**src/rtl/jukebox_pkg.sv**
```systemverilog
// Shared types for the jukebox audio blocks: phase-count width, period-meter
// FSM states and a saturating counter helper.
package jukebox_pkg;

  localparam int CNT_W = 32;

  typedef logic [CNT_W-1:0] cnt_t;

  typedef enum logic [2:0] {
    IDLE = 3'd0,
    SYNC = 3'd1,
    ARM  = 3'd2,
    HIGH = 3'd3,
    LOW  = 3'd4
  } state_t;

  function automatic cnt_t sat_inc(input cnt_t v, input cnt_t lim);
    return (v < lim) ? v + 32'd1 : lim;
  endfunction

endpackage

```
**src/rtl/sync_edge_detect.sv**
```systemverilog
// Two-flop synchroniser plus a history flop; rise/fall are decoded from the
// last two synchronised samples, so both polarities lag d by the same amount.
module sync_edge_detect (
  input  logic inclk,
  input  logic rst_n,
  input  logic d,
  output logic rise,
  output logic fall
);

  logic s1_r;
  logic s2_r;
  logic hist_r;

  // synchroniser chain and edge history
  always_ff @(posedge inclk or negedge rst_n) begin
    if (!rst_n) begin
      s1_r   <= 1'b0;
      s2_r   <= 1'b0;
      hist_r <= 1'b0;
    end else begin
      s1_r   <= d;
      s2_r   <= s1_r;
      hist_r <= s2_r;
    end
  end

  assign rise = s2_r & ~hist_r;
  assign fall = ~s2_r & hist_r;

endmodule

```
**src/rtl/period_meter.sv**
```systemverilog
// Measures the high and low phase lengths of an asynchronous square wave and
// reports them as divider terminal counts (cycles - 1).
module period_meter
  import jukebox_pkg::*;
#(
  parameter logic [31:0] TIMEOUT = 32'd50_000_000
) (
  input  logic             inclk,
  input  logic             rst_n,
  input  logic             en,
  input  logic             sig_in,
  output logic [CNT_W-1:0] high_cnt,
  output logic [CNT_W-1:0] low_cnt,
  output logic             valid,
  output logic             symmetric,
  output logic             timeout
);

  state_t     state_r, state_s;
  cnt_t       cnt_r, cnt_s;
  cnt_t       high_tmp_r, high_tmp_s;
  cnt_t       high_cnt_s, low_cnt_s;
  logic       sym_s, timeout_s, valid_s;
  logic       rise_s, fall_s;

  sync_edge_detect u_sync (
    .inclk (inclk),
    .rst_n (rst_n),
    .d     (sig_in),
    .rise  (rise_s),
    .fall  (fall_s)
  );

  // next-state and result computation; an edge always beats the timeout
  always_comb begin
    state_s    = state_r;
    cnt_s      = cnt_r;
    high_tmp_s = high_tmp_r;
    high_cnt_s = high_cnt;
    low_cnt_s  = low_cnt;
    sym_s      = symmetric;
    timeout_s  = timeout;
    valid_s    = 1'b0;
    if (!en) begin
      state_s = IDLE;
      cnt_s   = 32'd0;
    end else begin
      case (state_r)
        IDLE: begin
          state_s = SYNC;
          cnt_s   = 32'd0;
        end
        SYNC: begin
          if (fall_s) state_s = ARM;
          else        state_s = SYNC;
        end
        ARM: begin
          if (rise_s) begin
            state_s = HIGH;
            cnt_s   = 32'd0;
          end else begin
            state_s = ARM;
          end
        end
        HIGH: begin
          if (fall_s) begin
            state_s    = LOW;
            high_tmp_s = cnt_r;
            cnt_s      = 32'd0;
          end else if (cnt_r == TIMEOUT) begin
            state_s   = SYNC;
            timeout_s = 1'b1;
            cnt_s     = 32'd0;
          end else begin
            cnt_s = sat_inc(cnt_r, TIMEOUT);
          end
        end
        LOW: begin
          if (rise_s) begin
            state_s    = HIGH;
            high_cnt_s = high_tmp_r;
            low_cnt_s  = cnt_r;
            sym_s      = (high_tmp_r == cnt_r);
            timeout_s  = 1'b0;
            valid_s    = 1'b1;
            cnt_s      = 32'd0;
          end else if (cnt_r == TIMEOUT) begin
            state_s   = SYNC;
            timeout_s = 1'b1;
            cnt_s     = 32'd0;
          end else begin
            cnt_s = sat_inc(cnt_r, TIMEOUT);
          end
        end
        default: begin
          state_s = IDLE;
          cnt_s   = 32'd0;
        end
      endcase
    end
  end

  // FSM state and phase counters
  always_ff @(posedge inclk or negedge rst_n) begin
    if (!rst_n) begin
      state_r    <= IDLE;
      cnt_r      <= 32'd0;
      high_tmp_r <= 32'd0;
    end else begin
      state_r    <= state_s;
      cnt_r      <= cnt_s;
      high_tmp_r <= high_tmp_s;
    end
  end

  // registered measurement outputs
  always_ff @(posedge inclk or negedge rst_n) begin
    if (!rst_n) begin
      high_cnt  <= 32'd0;
      low_cnt   <= 32'd0;
      symmetric <= 1'b0;
      timeout   <= 1'b0;
      valid     <= 1'b0;
    end else begin
      high_cnt  <= high_cnt_s;
      low_cnt   <= low_cnt_s;
      symmetric <= sym_s;
      timeout   <= timeout_s;
      valid     <= valid_s;
    end
  end

endmodule
```
**config.mk**
```make
export PLATFORM = sky130hd
export DESIGN_NAME = period_meter
export DESIGN_NICKNAME = d
export VERILOG_FILES = /design/src/rtl/jukebox_pkg.sv /design/src/rtl/sync_edge_detect.sv /design/src/rtl/period_meter.sv
export SDC_FILE = /design/constraint.sdc
export NUM_CORES = 1
export LEC_CHECK = 0
export CORE_MARGIN = 2
export CORE_UTILIZATION = 30
export CTS_BUF_LIST = sky130_fd_sc_hd__clkbuf_2
export DETAILED_ROUTE_END_ITERATION = 7
export SKIP_LAST_GASP = 1
export SLEW_MARGIN = 20
export SYNTH_ARGS = -nofsm -noshare
export SYNTH_HDL_FRONTEND = slang
export SYNTH_HIERARCHICAL = 1
export SYNTH_SLANG_ARGS = --single-unit
```
**constraint.sdc**
```tcl
create_clock -name inclk -period 2.8 [get_ports inclk]
set_input_delay 0.42 -clock inclk [delete_from_list [all_inputs] [get_ports inclk]]
set_output_delay 0.42 -clock inclk [all_outputs]
set_load 0.01 [all_outputs]
```
# Word level (Yosys, flattened, before mapping)
# Index checks and enable logic that the tools add are counted.
dict set report totals {
  inputBits 4
  elab_cells 53
  ff_bits 137
}
dict set report op_classes {
  order_cmp 1
  mux 21
  n_eq_ne 9
  bitwise_logic 4
  reduce_logical 6
  add_sub_neg 1
}
# cell count
set ops {}
lappend ops {{32-bit two-way mux} 6}
lappend ops {{32-bit one-hot mux with 4 select lines} 1}
lappend ops {{32-bit by 1-bit adder with 32-bit output (second input constant)} 1}
lappend ops {{32-bit by 26-bit == test with 1-bit output (second input constant)} 1}
lappend ops {{32-bit == test} 1}
lappend ops {{32-bit by 26-bit < comparator with 1-bit output (second input constant)} 1}
lappend ops {{3-bit one-hot mux with 5 select lines} 1}
lappend ops {{3-bit two-way mux} 4}
lappend ops {{3-bit AND reduction} 3}
lappend ops {{1-bit two-way mux} 7}
lappend ops {{3-bit by 2-bit == test with 1-bit output (second input constant)} 2}
lappend ops {{2-bit != test (second input constant)} 2}
lappend ops {{3-bit by 1-bit == test with 1-bit output (second input constant)} 1}
lappend ops {{3-bit == test (second input constant)} 1}
lappend ops {{3-bit zero test} 1}
lappend ops {{3-bit != test (second input constant)} 1}
lappend ops {{1-bit AND} 2}
lappend ops {{2-bit two-way mux} 1}
lappend ops {{1-bit NOT} 2}
lappend ops {{1-bit one-hot mux with 2 select lines} 1}
lappend ops {{2-bit AND reduction} 1}
lappend ops {{2-bit nonzero test} 1}

# Depth between registers and ports, before layout
dict set report logic_depth {
  word_depth 6
  mapped_depth 10
}

# Hierarchy
# The synthesis kept the hierarchy.
# module cells_each area_each_um2 instances
set by_module_without_submodules {}
lappend by_module_without_submodules {period_meter 522 6137.1 1}
lappend by_module_without_submodules {sync_edge_detect 5 90.1 1}

# Least setup slack after synthesis
# No wires, ideal clock.
dict set report synth_timing {
  kind {reg2reg}
  start {register cnt_r[0]}
  end {register cnt_r[15]}
  path_slack_ps 714
  arrival_time_ps 1965
  t_required_ps 2679
  n_path_buf 2
  path_stages_with_launch 11
  cell_sequence {dfrtp_1 > inv_1 > ha_1 > nor4b_1 > nand4_1 > or3_1 > buf_2 > and2_4 > buf_6 > a21o_1 > a22o_1}
}
dict set report synth_via {
  elab_chain_len 6
  word_cells_on_any_way 9
}
# item line_no
set synth_lines {}
lappend synth_lines {{from (decl)} period_meter.sv:20} ;# cnt_t cnt_r, cnt_s;
lappend synth_lines {{from (signal assigned)} period_meter.sv:111} ;# cnt_r <= cnt_s;
lappend synth_lines {{32-bit by 1-bit adder with 32-bit output or 32-bit by 26-bit < comparator with 1-bit output (tied branches)} jukebox_pkg.sv:18} ;# return (v < lim) ? v + 32'd1 : lim;
lappend synth_lines {{32-bit two-way mux} jukebox_pkg.sv:18}
lappend synth_lines {{32-bit two-way mux *} {period_meter.sv:70, period_meter.sv:87}}
lappend synth_lines {{32-bit two-way mux, on equally long branches} {period_meter.sv:79, period_meter.sv:66}}
lappend synth_lines {{32-bit one-hot mux with 4 select lines *} period_meter.sv:48} ;# case (state_r)
lappend synth_lines {{32-bit two-way mux *} period_meter.sv:44} ;# if (!en) begin
# Mark *: on every way between the ends. The rest lies on a longest branch, timed or not.
# A chain may end at the register's enable or synchronous reset.

# Worst setup path in the final report
dict set report layout_timing {
  start {register cnt_r[0]}
  end {register cnt_r[17]}
}
# The elaborated chain is that of the path after synthesis.

==> flow_summary_export.csv <==
group,metric,value,unit
critical_path,timing.rr.end,"cnt_r[17]$_DFFE_PN0P_",
place,gp_congestion,0.847,
synth,synth_edf_count,0,
global_routing,grt_pass1_wl,24.0,mm
clock_network,cts_tree,"built",
die,die_h,148,microns
synth,syn_nets,533,
synth,synth-seq-area-share,55.1,%
synth,synth_async_sr_flop_share,100,%
drt,wl_per_cell,16.4,microns
synth,synthDistinctLibCells,48,
critical_path,startpoint,"cnt_r[0]$_DFFE_PN0P_",
drt,dr.pass1.iters,5,
die,initial_core_util,30.7,%
global_routing,antenna_found_initial,0,
layout,syn_to_final_growth,19.5,%
die,io_pins,71,
critical_path,worst-r2r-setup-slack,0.35,ns
sta,final_hold_viol_count,0,
synth,syn-instance-count,527,
clock_network,cts-htree-levels,4,
layout,design_area,7440,sq um
layout,diodes,0,
clock_network,cts_made_buffers,17,
layout,regArea,3430,sq um
critical_path,startpoint_type,"flop",
flow_run,maxCapViolCount,0,
critical_path,cp.arrival,3.08,ns
power,leakagePower,3.30,nW
clock_network,path_clk_slew,0.19,ns
status,outcome,"complete, no violations",
place,place_area,7210,sq um
drt,ant_nets,0,
place,hpwl,9.94,mm
global_routing,grt_pass1_vias,4465,
clock_network,postCtsSetupBuffers,0,
sta,finalCritPeriodShare,87.4,%
critical_path,endpoint_kind,"flop",
drt,viasPerCell,4.95,
sta,fmax,0.409,GHz
die,dieArea,21900,sq um
sta,clock_skew,0.0323,ns
synth,yosysTopAreaCell,"dfrtp_1",
layout,layout-drive-gt1-share,23.5,%
drt,drt_iter0_drc,309,
layout,fillers,2022,
clock_network,cts_sinks,137,
sta,min_period,2.45,ns
sta,grt_setup_unrepaired,"no",
die,die_w,148,microns
clock_network,root_buffer,"clkbuf_2",
critical_path,critPathKind,"flop to flop",
clock_network,clk_path_buf_depth,2,
sta,tns,0,ns
synth,dominantRegCellSynth,"dfrtp_1",
synth,synth_area_leaders,"dfrtp_1 55%, mux2_2 16%, xnor2_1 4.5%, o21ai_0 2.8%, nand2_1 1.8%",
global_routing,grt_usage,13.9,%
critical_path,r2r_start,"cnt_r[0]$_DFFE_PN0P_",
power,ir_drop,173,uV
clock_network,clkLatencyLatePin,0.73,ns
layout,multiInputGateArea,2580,sq um
die,core_area,20300,sq um
sta,worst_slew_pin_slew,0.699,ns
global_routing,overflow,0,
synth,syn_area,6230,sq um
global_routing,grt_max_degree,60,
power,power_density,436,nW/um^2
min_path,hold_end,"u_sync/s1_r$_DFF_PN0_",
critical_path,rr_worst_depth,8,
layout,final_cell_mix,"137 x dfrtp_1, 90 x mux2_2, 69 x clkdlybuf4s50_1",
drt,drt_wl_total,14.3,mm
sta,finalSetupViolations,0,
synth,ys_seq_elements,137,
drt,vias,4335,
critical_path,required,3.43,ns
synth,yosys_warnings,6,
min_path,hp-class,"input port to flop",
min_path,worst_hold_startpoint,"sig_in",
die,num_rows,52,
synth,netlist.area_leader.share,55.1,%
layout,nets,599,
layout,final_common_cell,"dfrtp_1",
critical_path,crit_fanout,15,
synth,synth_area_per_cell,11.8,sq um
min_path,holdPathStages,1,
sta,relSlewSlack,53.3,%
sta,slew_violations,0,
drt,drc_errors,0,
place,numPortBuffers,70,
[synthesized netlist by cell type (2+ instances only)]
| master | count |
|---|---|
| nor4b_1 | 2 |
| nand3b_1 | 2 |
| nor4_1 | 5 |
| o2bb2ai_1 | 2 |
| xnor2_1 | 32 |
| inv_1 | 11 |
| nand3_1 | 13 |
| and3_1 | 6 |
| a21o_1 | 7 |
| o21ai_0 | 35 |
| nand2b_1 | 3 |
| nor2b_1 | 6 |
| dfrtp_1 | 137 |
| mux2_2 | 90 |
| and2_1 | 6 |
| o21a_1 | 2 |
| buf_2 | 12 |
| nand2_1 | 30 |
| a22o_1 | 8 |
| mux2i_1 | 4 |
| a21oi_1 | 14 |
| nor3_1 | 9 |
| and4_1 | 2 |
| buf_6 | 2 |
| o31ai_1 | 2 |
| buf_4 | 2 |
| clkbuf_1 | 22 |
| or3_1 | 2 |
| nor2_1 | 19 |
| nand4_1 | 17 |
| o41ai_1 | 3 |
| ha_1 | 2 |
| nor3b_1 | 3 |
[power breakdown]
part / internal (W) / switching [W] / total [W] / leakage [nW]
clock: 0.000393 / 0.000731 / 0.00112 / 0.129
combinational: 0.0000356 / 0.0000858 / 0.000121 / 1.27
sequential: 0.00199 / 0.00000926 / 0.00200 / 1.90
[per-stage QoR]
| stage | total power [W] | utilization, % | std cells | hold slack, ns | worst slack (ns) |
|---|---|---|---|---|---|
| finish | 0.00324 | 36.7 | 875 | 0.131 | 0.353 |
| CTS | 0.00329 | 36.6 | 875 | 0.0657 | 0.160 |
| global placement | 0.00215 | 35.5 | 843 | 0.340 | 0.278 |
| global route | 0.00340 | 36.7 | 875 | 0.0468 | 0.178 |
| detailed placement | 0.00215 | 35.5 | 843 | 0.340 | 0.180 |
| floorplan | 0.00209 | - | 527 | 0.124 | 0.714 |
[kinds of logic after synthesis]
| kind of cell | count (synthesis) | synth area share [%] |
|---|---|---|
| flip-flops | 137 | 55.1 |
| AND/OR/NAND/NOR | 133 | 11.8 |
| multiplexers | 94 | 16.9 |
| AO/OA/AOI/OAI | 79 | 7.76 |
| buffers and inverters | 50 | 3.62 |
| XOR/XNOR | 32 | 4.50 |
| adder cells (fa/ha/maj) | 2 | 0.402 |
[state kept, by name, summed over array words and instances (netlist names)]
name and cells:
cnt_r 32, high_cnt 32, high_tmp_r 32, low_cnt 32, state_r 3, symmetric 1, timeout 1, u_sync/hist_r 1
u_sync/s1_r 1, u_sync/s2_r 1, valid 1
[worst max-delay path, cell delays in order, from the launching register on]
cell and delay, ns:
dfrtp_1 0.52, inv_1 0.14, ha_1 0.15, nor4b_1 0.26
nand4_1 0.14, or3_1 0.46, nand2_2 0.28, o21ai_0 0.15
a22o_1 0.26
[worst max path at each step]
stage	to	slack [ns]
final	cnt_r[17]$_DFFE_PN0P_	0.35
after global routing	cnt_r[17]$_DFFE_PN0P_	0.18
after CTS	cnt_r[4]$_DFFE_PN0P_	0.16
after detailed placement	cnt_r[4]$_DFFE_PN0P_	0.18
after global placement	cnt_r[4]$_DFFE_PN0P_	0.28
after floorplan	cnt_r[15]$_DFFE_PN0P_	0.71
[routing by layer]
metal	routed length, microns	vias to the layer above	GRT usage, %	part of all wire [%]
met3	851	21	3.83	5.9
met5	0	-	0	0
li1	-	2003	-	-
met2	6650	155	21.2	46
met4	201	0	4.71	1.4
met1	6650	2156	19.2	46
[what timing repair did]
item / CTS / global route
hold buffers: 1 / 0
hold endpoints to repair: 57 / 0
resized for setup: 0 / 1
endpoints found under the setup margin: 0 / 4
[layout make-up]
type	instances	area share, %
tap	270	4.54
inverter	11	0.555
clock inverter	14	1.77
sequential	137	46.1
timing repair buffer	86	11.2
multi-input combinational	340	34.7
clock buffer	17	1.14
Power figures use the tool's default switching activity.
